## src/rtl/dp_sequencer_if.sv

```systemverilog
`default_nettype none
// +--------------------------------------------------------------------------+
// | dp_sequencer_if : instruction handshake and datapath control bundle       |
// | Revision: 1.0                                                            |
// +--------------------------------------------------------------------------+
interface dp_sequencer_if;
  logic       start;
  logic [2:0] opcode;
  logic [1:0] rd;
  logic [1:0] rs;
  logic [2:0] sr;
  logic [1:0] Rn;
  logic       w;
  logic [1:0] aluop;
  logic       lt;
  logic [2:0] tsel;
  logic [2:0] bsel;
  logic       busy;
  logic       done;

  modport master (
    output start, opcode, rd, rs,
    input  sr, Rn, w, aluop, lt, tsel, bsel, busy, done
  );

  modport slave (
    input  start, opcode, rd, rs,
    output sr, Rn, w, aluop, lt, tsel, bsel, busy, done
  );
endinterface
`default_nettype wire

```

## src/rtl/dp_sequencer.sv

```systemverilog
`default_nettype none
// +--------------------------------------------------------------------------+
// | dp_sequencer : multi-cycle controller for the R0..R3 / tmp / ALU datapath |
// | Revision: 1.0                                                            |
// +--------------------------------------------------------------------------+
module dp_sequencer #(
  parameter int ALU_LAT = 1
) (
  input  wire logic     clk,
  input  wire logic     rst_n,
  dp_sequencer_if.slave bus
);

  typedef enum logic [2:0] {
    S_IDLE  = 3'd0,
    S_TLD   = 3'd1,
    S_EXEC  = 3'd2,
    S_WB_IN = 3'd3,
    S_WB_T  = 3'd4,
    S_WB_A  = 3'd5,
    S_DONE  = 3'd6
  } state_t;

  localparam logic [2:0] C_OP_LOAD  = 3'b000;
  localparam logic [2:0] C_OP_MOV   = 3'b001;
  localparam logic [2:0] C_OP_TMPB  = 3'b101;
  localparam logic [2:0] C_OP_TMPR0 = 3'b110;
  localparam logic [2:0] C_OP_ACC   = 3'b111;
  localparam logic [1:0] C_LAST_CNT = 2'(ALU_LAT - 1);

  state_t     state_q, state_d;
  logic [1:0] cnt_q, cnt_d;
  logic [2:0] op_q, op_d;
  logic [1:0] rd_q, rd_d;
  logic [1:0] rs_q, rs_d;

  logic [1:0] w_aluop;
  logic [2:0] w_bsel;

  always_ff @(posedge clk or negedge rst_n) begin
    if (!rst_n) begin
      state_q <= S_IDLE;
      cnt_q   <= '0;
      op_q    <= '0;
      rd_q    <= '0;
      rs_q    <= '0;
    end else begin
      state_q <= state_d;
      cnt_q   <= cnt_d;
      op_q    <= op_d;
      rd_q    <= rd_d;
      rs_q    <= rs_d;
    end
  end

  always_comb begin
    state_d = state_q;
    cnt_d   = cnt_q;
    op_d    = op_q;
    rd_d    = rd_q;
    rs_d    = rs_q;
    case (state_q)
      S_IDLE: begin
        if (bus.start) begin
          op_d  = bus.opcode;
          rd_d  = bus.rd;
          rs_d  = bus.rs;
          cnt_d = '0;
          case (bus.opcode)
            C_OP_LOAD:                        state_d = S_WB_IN;
            C_OP_MOV, C_OP_TMPB, C_OP_TMPR0:  state_d = S_TLD;
            default:                          state_d = S_EXEC;
          endcase
        end
      end
      S_TLD:   state_d = (op_q == C_OP_MOV) ? S_WB_T : S_DONE;
      S_EXEC: begin
        // ACC feeds the ALU result back into tmp instead of a register
        if (cnt_q == C_LAST_CNT) begin
          state_d = (op_q == C_OP_ACC) ? S_TLD : S_WB_A;
        end else begin
          cnt_d = cnt_q + 2'd1;
        end
      end
      S_WB_IN, S_WB_T, S_WB_A: state_d = S_DONE;
      S_DONE:  state_d = S_IDLE;
      default: state_d = S_IDLE;
    endcase
  end

  // XOR/AND/SHL map to opcode-2; ACC reuses XOR
  assign w_aluop = (op_q == C_OP_ACC) ? 2'b00 : (op_q[1:0] - 2'b10);

  always_comb begin
    case (rs_q)
      2'b01:   w_bsel = 3'b001;
      2'b10:   w_bsel = 3'b010;
      2'b11:   w_bsel = 3'b100;
      default: w_bsel = 3'b000;
    endcase
  end

  always_comb begin
    bus.sr    = '0;
    bus.Rn    = '0;
    bus.w     = 1'b0;
    bus.aluop = '0;
    bus.lt    = 1'b0;
    bus.tsel  = '0;
    bus.bsel  = '0;
    bus.busy  = 1'b0;
    bus.done  = 1'b0;
    if (state_q != S_IDLE) begin
      bus.busy = 1'b1;
      bus.Rn   = rd_q;
      bus.bsel = w_bsel;
    end
    case (state_q)
      S_WB_IN: begin
        bus.sr = 3'b001;
        bus.w  = 1'b1;
      end
      S_TLD: begin
        bus.lt = 1'b1;
        case (op_q)
          C_OP_MOV, C_OP_TMPB: bus.tsel = 3'b100;
          C_OP_TMPR0:          bus.tsel = 3'b010;
          default:             bus.tsel = 3'b001;
        endcase
      end
      S_EXEC:  bus.aluop = w_aluop;
      S_WB_T: begin
        bus.sr = 3'b100;
        bus.w  = 1'b1;
      end
      S_WB_A: begin
        bus.sr    = 3'b010;
        bus.w     = 1'b1;
        bus.aluop = w_aluop;
      end
      S_DONE:  bus.done = 1'b1;
      default: ;
    endcase
  end

endmodule
`default_nettype wire

```

## src/flat_wrapper.sv

```systemverilog
// flat-port wrapper written by rule: the top's interface ports become plain ports
module dp_sequencer_flat 
#(
  parameter int ALU_LAT = 1
)
  (clk, rst_n, bus_start, bus_opcode, bus_rd, bus_rs, bus_sr, bus_Rn, bus_w, bus_aluop, bus_lt, bus_tsel, bus_bsel, bus_busy, bus_done);
  dp_sequencer_if bus_i ();
  input  wire logic clk;
  input  wire logic rst_n;
  input wire logic [$bits(bus_i.start)-1:0] bus_start;
  input wire logic [$bits(bus_i.opcode)-1:0] bus_opcode;
  input wire logic [$bits(bus_i.rd)-1:0] bus_rd;
  input wire logic [$bits(bus_i.rs)-1:0] bus_rs;
  output wire logic [$bits(bus_i.sr)-1:0] bus_sr;
  output wire logic [$bits(bus_i.Rn)-1:0] bus_Rn;
  output wire logic [$bits(bus_i.w)-1:0] bus_w;
  output wire logic [$bits(bus_i.aluop)-1:0] bus_aluop;
  output wire logic [$bits(bus_i.lt)-1:0] bus_lt;
  output wire logic [$bits(bus_i.tsel)-1:0] bus_tsel;
  output wire logic [$bits(bus_i.bsel)-1:0] bus_bsel;
  output wire logic [$bits(bus_i.busy)-1:0] bus_busy;
  output wire logic [$bits(bus_i.done)-1:0] bus_done;
  assign bus_i.start = bus_start;
  assign bus_i.opcode = bus_opcode;
  assign bus_i.rd = bus_rd;
  assign bus_i.rs = bus_rs;
  assign bus_sr = bus_i.sr;
  assign bus_Rn = bus_i.Rn;
  assign bus_w = bus_i.w;
  assign bus_aluop = bus_i.aluop;
  assign bus_lt = bus_i.lt;
  assign bus_tsel = bus_i.tsel;
  assign bus_bsel = bus_i.bsel;
  assign bus_busy = bus_i.busy;
  assign bus_done = bus_i.done;
  dp_sequencer #(.ALU_LAT(ALU_LAT)) u_core (.clk(clk), .rst_n(rst_n), .bus(bus_i));
endmodule
```

## config.mk

```make
export PLATFORM = sky130hd
export DESIGN_NAME = dp_sequencer_flat
export DESIGN_NICKNAME = d
export VERILOG_FILES = /design/src/rtl/dp_sequencer_if.sv /design/src/rtl/dp_sequencer.sv /design/src/flat_wrapper.sv
export SDC_FILE = /design/constraint.sdc
export NUM_CORES = 1
export LEC_CHECK = 0
export CELL_PAD_IN_SITES_DETAIL_PLACEMENT = 0
export CELL_PAD_IN_SITES_GLOBAL_PLACEMENT = 1
export CORE_AREA = 2 2 50 52
export DETAILED_ROUTE_END_ITERATION = 6
export DIE_AREA = 0 0 52 54
export GPL_ROUTABILITY_DRIVEN = 0
export GPL_TIMING_DRIVEN = 0
export PLACE_DENSITY_LB_ADDON = 0.1
export SLEW_MARGIN = 20
export SYNTH_ARGS = -nofsm -noshare
export SYNTH_HDL_FRONTEND = slang
export SYNTH_SLANG_ARGS = --single-unit
```

## constraint.sdc

```tcl
create_clock -name clk -period 3.95 [get_ports clk]
set_input_delay 0.5925 -clock clk [delete_from_list [all_inputs] [get_ports clk]]
set_output_delay 0.5925 -clock clk [all_outputs]
set_load 0.05 [all_outputs]
```

==> results of run 1 <==
-- cells by family (layout without fill, tap and decap cells) --
family | after synthesis | after routing | share of synthesized area, %
AOI/OAI and AO/OA | 12 | 12 | 11.9
DFF | 12 | 12 | 40.1
xor gates and xnor gates | 1 | 1 | 1.17
adders and majority gates | 1 | 1 | 1.67
and+or+nand+nor | 32 | 32 | 26.2
buffers and inverters | 8 | 38 | 7.18
muxes | 8 | 8 | 11.9
-- registers in the layout, indices dropped and copies added (netlist names) --
| name | flops |
|---|---|
| u_core.op_q | 3 |
| u_core.rs_q | 2 |
| u_core.cnt_q | 2 |
| u_core.state_q | 3 |
| u_core.rd_q | 2 |
-- worst reg2reg max path, cell delays in order (launching register included) --
cell     delay (ns)
dfrtp_1        0.39
buf_6          0.14
inv_1          0.15
nand3_4        0.17
mux2_2         0.31
-- area by class of cell --
| type | count | area share (%) |
|---|---|---|
| flip-flops and latches | 12 | 27.7 |
| clock buffers | 4 | 3.35 |
| multi-input cells | 54 | 36.5 |
| inverters | 4 | 1.39 |
| plain buffers | 4 | 3.58 |
| well taps | 30 | 3.46 |
| repair buffers | 26 | 24.0 |
-- worst max-delay path by stage --
stage | from | to | slack [ns] | cells after the start
after CTS | u_core.state_q[1] | bus_bsel[2] | 1.17 | 5
after global routing | u_core.state_q[1] | bus_bsel[2] | 1.13 | 5
after global placement | u_core.state_q[1] | bus_bsel[2] | 1.49 | 5
after floorplan | u_core.state_q[1] | bus_tsel[1] | 1.53 | 4
after detailed placement | u_core.state_q[1] | bus_bsel[2] | 1.49 | 5
final | u_core.state_q[1] | bus_bsel[2] | 1.21 | 5
-- layer usage --
layer / vias to the layer above / routed length [µm] / GRT usage [%]
met4: 0 / 13 / 6.58
met3: 2 / 71 / 1.67
met1: 302 / 718 / 16.6
met5: - / 0 / 0
li1: 319 / - / -
met2: 14 / 788 / 21.1
-- Yosys cell counts (all sizes together) --
master,number
nor2,8
a22o,1
a21oi,1
inv,4
and2b,1
a22oi,1
nor4b,1
o2bb2ai,2
nand3,1
nor3b,1
mux2,7
and2,4
dfrtp,12
a31oi,1
nand2,6
nor2b,2
nand2b,2
o31a,1
or3,1
or2,1
o32ai,1
o31ai,1
xnor2,1
mux2i,1
and3,2
buf,4
o21ai,2
nor3,2
o211ai,1
ha,1
-- stage by stage --
stage               cell area (µm²)  utilization [%]  hold WS [ns]
CTS                            1080             46.7         0.498
floorplan                       749                -         0.297
global placement               1050             45.1         0.478
global route                   1080             46.7         0.514
finish                         1080             46.7         0.496
detailed placement             1050             45.1         0.474
==> impl_metrics.toml, run 1 <==
[sta]
period_needed_ns = 2.74
drv_slew = 0
worst_pin_slew_ns = 0.557
fin_setup_tns_ns = 0
setup-violations-final = 0
maxSlewHeadroom_pct = 62.8
clock_skew_ns = 0.00353
period_share_pct = 69.5
hold_viol = 0
timing.final.ws_setup_ns = 1.21
rsz0062_at_grt = "no"
max_freq_mhz = 364

[global_route]
grt_pass1_vias = 628
overflow = 0
grt_pass1_wl_um = 2660
grt.total_usage_pct = 12.9
antenna_found_initial = 0
grt_max_degree = 13

[routing]
routed_via_density = 4.75
wl_um = 1590
dr.pass1.iters = 4
drc = 0
drt-initial-drc-count = 6
wl_per_cell_um = 11.9
num_vias = 637
ant_nets = 0

[final_layout]
final_cells = 134
ff_latch_area_um2 = 300
fillers = 245
multi_input_area_um2 = 395
nets = 116
mostFrequentLayoutCells = "clkdlybuf4s50_1 (26), dfrtp_1 (12), nor2_1 (7), mux2_2 (7), nand2_1 (6)"
diodes = 0
final_common_cell = "clkdlybuf4s50_1"
layout-drive-gt1-share_pct = 21.2
area_growth_pct = 44.6

[logic_synthesis]
seq_area_frac_synth_pct = 40.1
synth_seq_cells = 12
syn_area_per_cell_um2 = 10.1
syn_area_um2 = 749
synth_nets = 85
yosysUniqueCellTypes = 34
yosys_warnings = 0
synthCells = 74
synth.largest_area_cell = "dfrtp_1"
synth_top_area_share_pct = 40.1
synthTopCellsByArea = "dfrtp_1 (40%), mux2_2 (11%), buf_6 (4.5%)"

[setup_path]
reg2regPathDepth = 4
cpMaxStageDelayCell = "clkdlybuf4s50_1"
crit_type = "reg2out"
crit_buf_inv = 3
r2r_end = "u_core.op_q[2]"
regToRegSetupSlack_ns = 2.68
r2r-start = "u_core.state_q[1]"
cp-end-kind = "output pin"
max_stage_delay_ns = 0.69
cp_max_fo = 10
cp.arrival_ns = 2.15
critPathLaunchType = "flop"
cp_cell_sequence = "buf_6 > or3_1 > buf_2 > and3_1 > clkdlybuf4s50_1"
worstPathRequired_ns = 3.36
worst_path_dominant_cell_family = "buffers and inverters"

[placement]
port_buffers = 26
dp_hpwl_um = 1250
dp_cells = 130
dpl_worst_slack_ns = 1.49

[die]
core_area_mm2 = 0.00232
die_width_um = 52
chipHeight_um = 54
initial_utilization_pct = 32.3
rows = 18
num_io_pins = 27
dieArea_mm2 = 0.00281

[clocking]
cts-buffers-inserted = 3
cts-hold-fix-buffers = 0
cts_max_level = 1
cts_tree = "yes"
cts_root_buffer = "clkbuf_4"
cts.path.max_buffers = 2
post_cts_buffers = 0
cts_sinks = 12
clock_latency_ns = 0.27
cts_resized = 0
clkTransAtPathRegs_ns = 0.08

[run]
cap_violations = 0

[hold_path]
whs_endpoint = "u_core.cnt_q[0]"
worstHoldStart = "u_core.cnt_q[0]"
min_delay_path_depth = 1
hp-class = "reg2reg"

[run_status]
status = "finished, final reports clean"
Power of run 1 is not shown: default switching activity piles up to over one toggle a cycle in this logic, so the estimate is an artifact.
==> run 2: changes to the inputs <==
--- a/config.mk
+++ b/config.mk
@@ -7,9 +7,9 @@
 export LEC_CHECK = 0
 export CELL_PAD_IN_SITES_DETAIL_PLACEMENT = 0
 export CELL_PAD_IN_SITES_GLOBAL_PLACEMENT = 1
-export CORE_AREA = 2 2 50 52
+export CORE_AREA = 2 2 52 54
 export DETAILED_ROUTE_END_ITERATION = 6
-export DIE_AREA = 0 0 52 54
+export DIE_AREA = 0 0 54 56
 export GPL_ROUTABILITY_DRIVEN = 0
 export GPL_TIMING_DRIVEN = 0
 export PLACE_DENSITY_LB_ADDON = 0.1
==> constraint.sdc (replaced) <==
create_clock -name clk -period 2.6 [get_ports clk]
set_input_delay 0.39 -clock clk [delete_from_list [all_inputs] [get_ports clk]]
set_output_delay 0.39 -clock clk [all_outputs]
set_load 0.05 [all_outputs]
==> impl_metrics.toml, run 2 (same netlist as run 1, synthesis figures left out) <==
[global_route]
grt_pass1_vias = 576
grt.total_usage_pct = 11.3
antenna_found_initial = 0
grt_pass1_wl_um = 2590
grt_max_degree = 13
overflow = 0

[setup_path]
critPathLaunchType = "flop"
cp.arrival_ns = 2.12
worstPathRequired_ns = 2.21
r2r-start = "u_core.state_q[1]"
crit_type = "reg2out"
cp-end-kind = "output pin"
critPathLaunch = "u_core.state_q[1]"
cp_max_fo = 10

[clocking]
cts.path.max_buffers = 2
cts_max_level = 1
clkTransAtPathRegs_ns = 0.07
cts-buffers-inserted = 3
cts_sinks = 12
cts_root_buffer = "clkbuf_4"
cts_tree = "yes"
cts-hold-fix-buffers = 0
clock_latency_ns = 0.26

[run]
cap_violations = 0

[sta]
worst_pin_slew_ns = 0.560
period_needed_ns = 2.51
max_freq_mhz = 399
rsz0062_at_grt = "no"
hold_viol = 0
setup-violations-final = 0
whs_ns = 0.487
clock_skew_ns = 0.00178
period_share_pct = 96.5
maxSlewHeadroom_pct = 62.6
drv_slew = 0
fin_setup_tns_ns = 0

[routing]
wl_per_cell_um = 11.5
num_vias = 623
dr.pass1.iters = 4
ant_nets = 0
routed_via_density = 4.68
drt-initial-drc-count = 7
drc = 0
wl_um = 1520

[hold_path]
hp-class = "in2async"

[final_layout]
nets = 116
final_common_cell = "clkdlybuf4s50_1"
diodes = 0
area_growth_pct = 43.7
reg_top3 = "u_core.op_q (3), u_core.state_q (3)"
mostFrequentLayoutCells = "clkdlybuf4s50_1 (23), dfrtp_1 (12), nor2_1 (7), mux2_2 (7), nand2_1 (6)"
layout-drive-gt1-share_pct = 20.4
final_cells = 133

[placement]
dp_cells = 130
dp_hpwl_um = 1210
port_buffers = 26

[die]
rows = 18
core_area_mm2 = 0.00243
num_io_pins = 27
chipHeight_um = 56
die_width_um = 54
dieArea_mm2 = 0.00302
initial_utilization_pct = 30.8

[run_status]
status = "finished, final reports clean"
-- run 2: path summary, 6_finish.rpt --
kind	cells past startpoint	slack, ns	end
max	5	0.09	bus_Rn[1]
min	1	0.49	u_core.rd_q[0]
max reg2reg	4	1.33	u_core.op_q[0]
min reg2reg	1	0.49	u_core.cnt_q[0]
max in group asynchronous	1	1.75	u_core.state_q[1]
min in group clk	1	0.49	u_core.cnt_q[0]
-- run 2: area by class of cell --
type,count,area (µm²)
Buffer,4,38.8
Inverter,4,15.0
Tap cell,30,37.5
Clock buffer,3,22.5
Fill cell,251,1360
Sequential cell,12,300
Multi-Input combinational cell,54,395
Timing Repair Buffer,26,268
-- run 2: routing by layer --
metal	vias to the layer above	GRT usage [%]	part of all wire [%]	wire (µm)
li1	317	-	-	-
met1	292	16.2	50	761
met2	12	16.6	45	689
met3	2	1.88	4.1	62
met4	0	4.29	0.66	10
met5	-	0	0	0
-- run 2: per-stage QoR --
step                instance area, µm²  util [%]  setup slack, ns
finish                            1080      44.3           0.0911
global route                      1080      44.3          0.00715
CTS                               1070      44.0           0.0506
detailed placement                1050      43.1            0.347
global placement                  1050      43.1            0.348
floorplan                          749         -            0.387
-- run 2: what timing repair did --
action	4_1_cts	5_1_grt
hold endpoints to repair	0	0
setup endpoints to repair	0	3
gates resized for setup	0	3
setup buffers	0	0
-- run 2: critical path, cell delays in order, from the launching register on --
cell and delay (ns):
dfrtp_1 0.38, buf_6 0.14, or3_1 0.33, buf_2 0.15, and2_1 0.16, clkdlybuf4s50_1 0.69
Power of run 2 is left out for the same reason.
==> run 3: changes to the inputs <==
--- a/config.mk
+++ b/config.mk
@@ -12,6 +12,7 @@
 export DIE_AREA = 0 0 54 56
 export GPL_ROUTABILITY_DRIVEN = 0
 export GPL_TIMING_DRIVEN = 0
+export MAX_ROUTING_LAYER = met4
 export PLACE_DENSITY_LB_ADDON = 0.1
 export SLEW_MARGIN = 20
 export SYNTH_ARGS = -nofsm -noshare
==> impl_metrics.toml, run 3 (same netlist as run 1, synthesis figures left out) <==
[setup_path]
cp_max_fo = 10
regToRegSetupSlack_ns = 1.33
cp.arrival_ns = 2.12
worstPathRequired_ns = 2.21
critPathLaunchType = "flop"
cp_cell_sequence = "buf_6 > or3_1 > buf_2 > and2_1 > clkdlybuf4s50_1"
cpMaxStageDelayCell = "clkdlybuf4s50_1"
max_stage_delay_ns = 0.69
crit_type = "reg2out"
cp-end-kind = "output pin"

[final_layout]
reg_top3 = "u_core.op_q (3), u_core.state_q (3)"
area_growth_pct = 43.7
nets = 116
layout-drive-gt1-share_pct = 20.4
final_common_cell = "clkdlybuf4s50_1"
mostFrequentLayoutCells = "clkdlybuf4s50_1 (23), dfrtp_1 (12), nor2_1 (7), mux2_2 (7), nand2_1 (6)"
diodes = 0

[routing]
wl_per_cell_um = 11.5
wl_um = 1520
ant_nets = 0
drc = 0
num_vias = 623
drt-initial-drc-count = 7
dr.pass1.iters = 4
routed_via_density = 4.68

[placement]
dp_hpwl_um = 1210
port_buffers = 26

[clocking]
cts_root_buffer = "clkbuf_4"
cts_tree = "yes"
cts-hold-fix-buffers = 0
cts_max_level = 1
cts.path.max_buffers = 2
cts_sinks = 12
cts-buffers-inserted = 3
clock_latency_ns = 0.26
clkTransAtPathRegs_ns = 0.07

[sta]
worst_pin_slew_ns = 0.560
max_freq_mhz = 399
period_share_pct = 96.5
setup-violations-final = 0
drv_slew = 0
hold_viol = 0
maxSlewHeadroom_pct = 62.6
period_needed_ns = 2.51
rsz0062_at_grt = "no"
clock_skew_ns = 0.00174
fin_setup_tns_ns = 0

[global_route]
grt.total_usage_pct = 11.6
grt_pass1_vias = 576
grt_max_degree = 13
antenna_found_initial = 0
grt_pass1_wl_um = 2600
overflow = 0

[die]
die_width_um = 54
initial_utilization_pct = 30.8
dieArea_mm2 = 0.00302
num_io_pins = 27
core_area_mm2 = 0.00243
rows = 18
chipHeight_um = 56

[run_status]
status = "finished, final reports clean"

[run]
cap_violations = 0

[hold_path]
hp-class = "in2async"
==> run 3: worst paths after layout <==
kind	startpoint	end	cells past startpoint
worst max-delay path	u_core.state_q[1]	bus_Rn[1]	5
worst min-delay path	rst_n	u_core.rd_q[0]	1
worst max register to register	u_core.state_q[1]	u_core.op_q[0]	4
worst min register to register	u_core.cnt_q[0]	u_core.cnt_q[0]	1
max in group asynchronous	rst_n	u_core.state_q[1]	1
min in group clk	u_core.cnt_q[0]	u_core.cnt_q[0]	1
==> run 3: timing repair <==
| action | in CTS | in global routing |
|---|---|---|
| resized for setup | 0 | 3 |
| buffers inserted | 0 | 0 |
| setup endpoints to repair | 0 | 3 |
==> run 3: through the flow <==
stage	area [µm²]	utilization, %	worst slack, ns	hold slack (ns)	cells
global route	1080	44.3	0.00715	0.507	133
detailed placement	1050	43.1	0.347	0.476	130
finish	1080	44.3	0.0910	0.487	133
floorplan	749	-	0.387	0.0944	74
global placement	1050	43.1	0.348	0.480	130
CTS	1070	44.0	0.0506	0.499	133
==> run 3: cell type report <==
class                      count  area (µm²)
clock buffer                   3        22.5
sequential                    12         300
multi-input combinational     54         395
buffer                         4        38.8
tap                           30        37.5
fill                         251        1360
inverter                       4        15.0
timing repair buffer          26         268
==> run 3: routing by layer <==
layer / vias up / share of wire, % / track usage, %
met5: - / 0 / -
met4: 0 / 0.66 / 4.29
met3: 2 / 4.1 / 1.88
met2: 12 / 45 / 16.6
met1: 292 / 50 / 16.2
li1: 317 / - / -
==> run 3: critical path: cells and delay by family (launching register included) <==
family	cells	cell delay, ns
flip-flops	1	0.38
AND/OR/NAND/NOR	2	0.49
buffers and inverters	3	0.98
Power of run 3 is left out for the same reason.
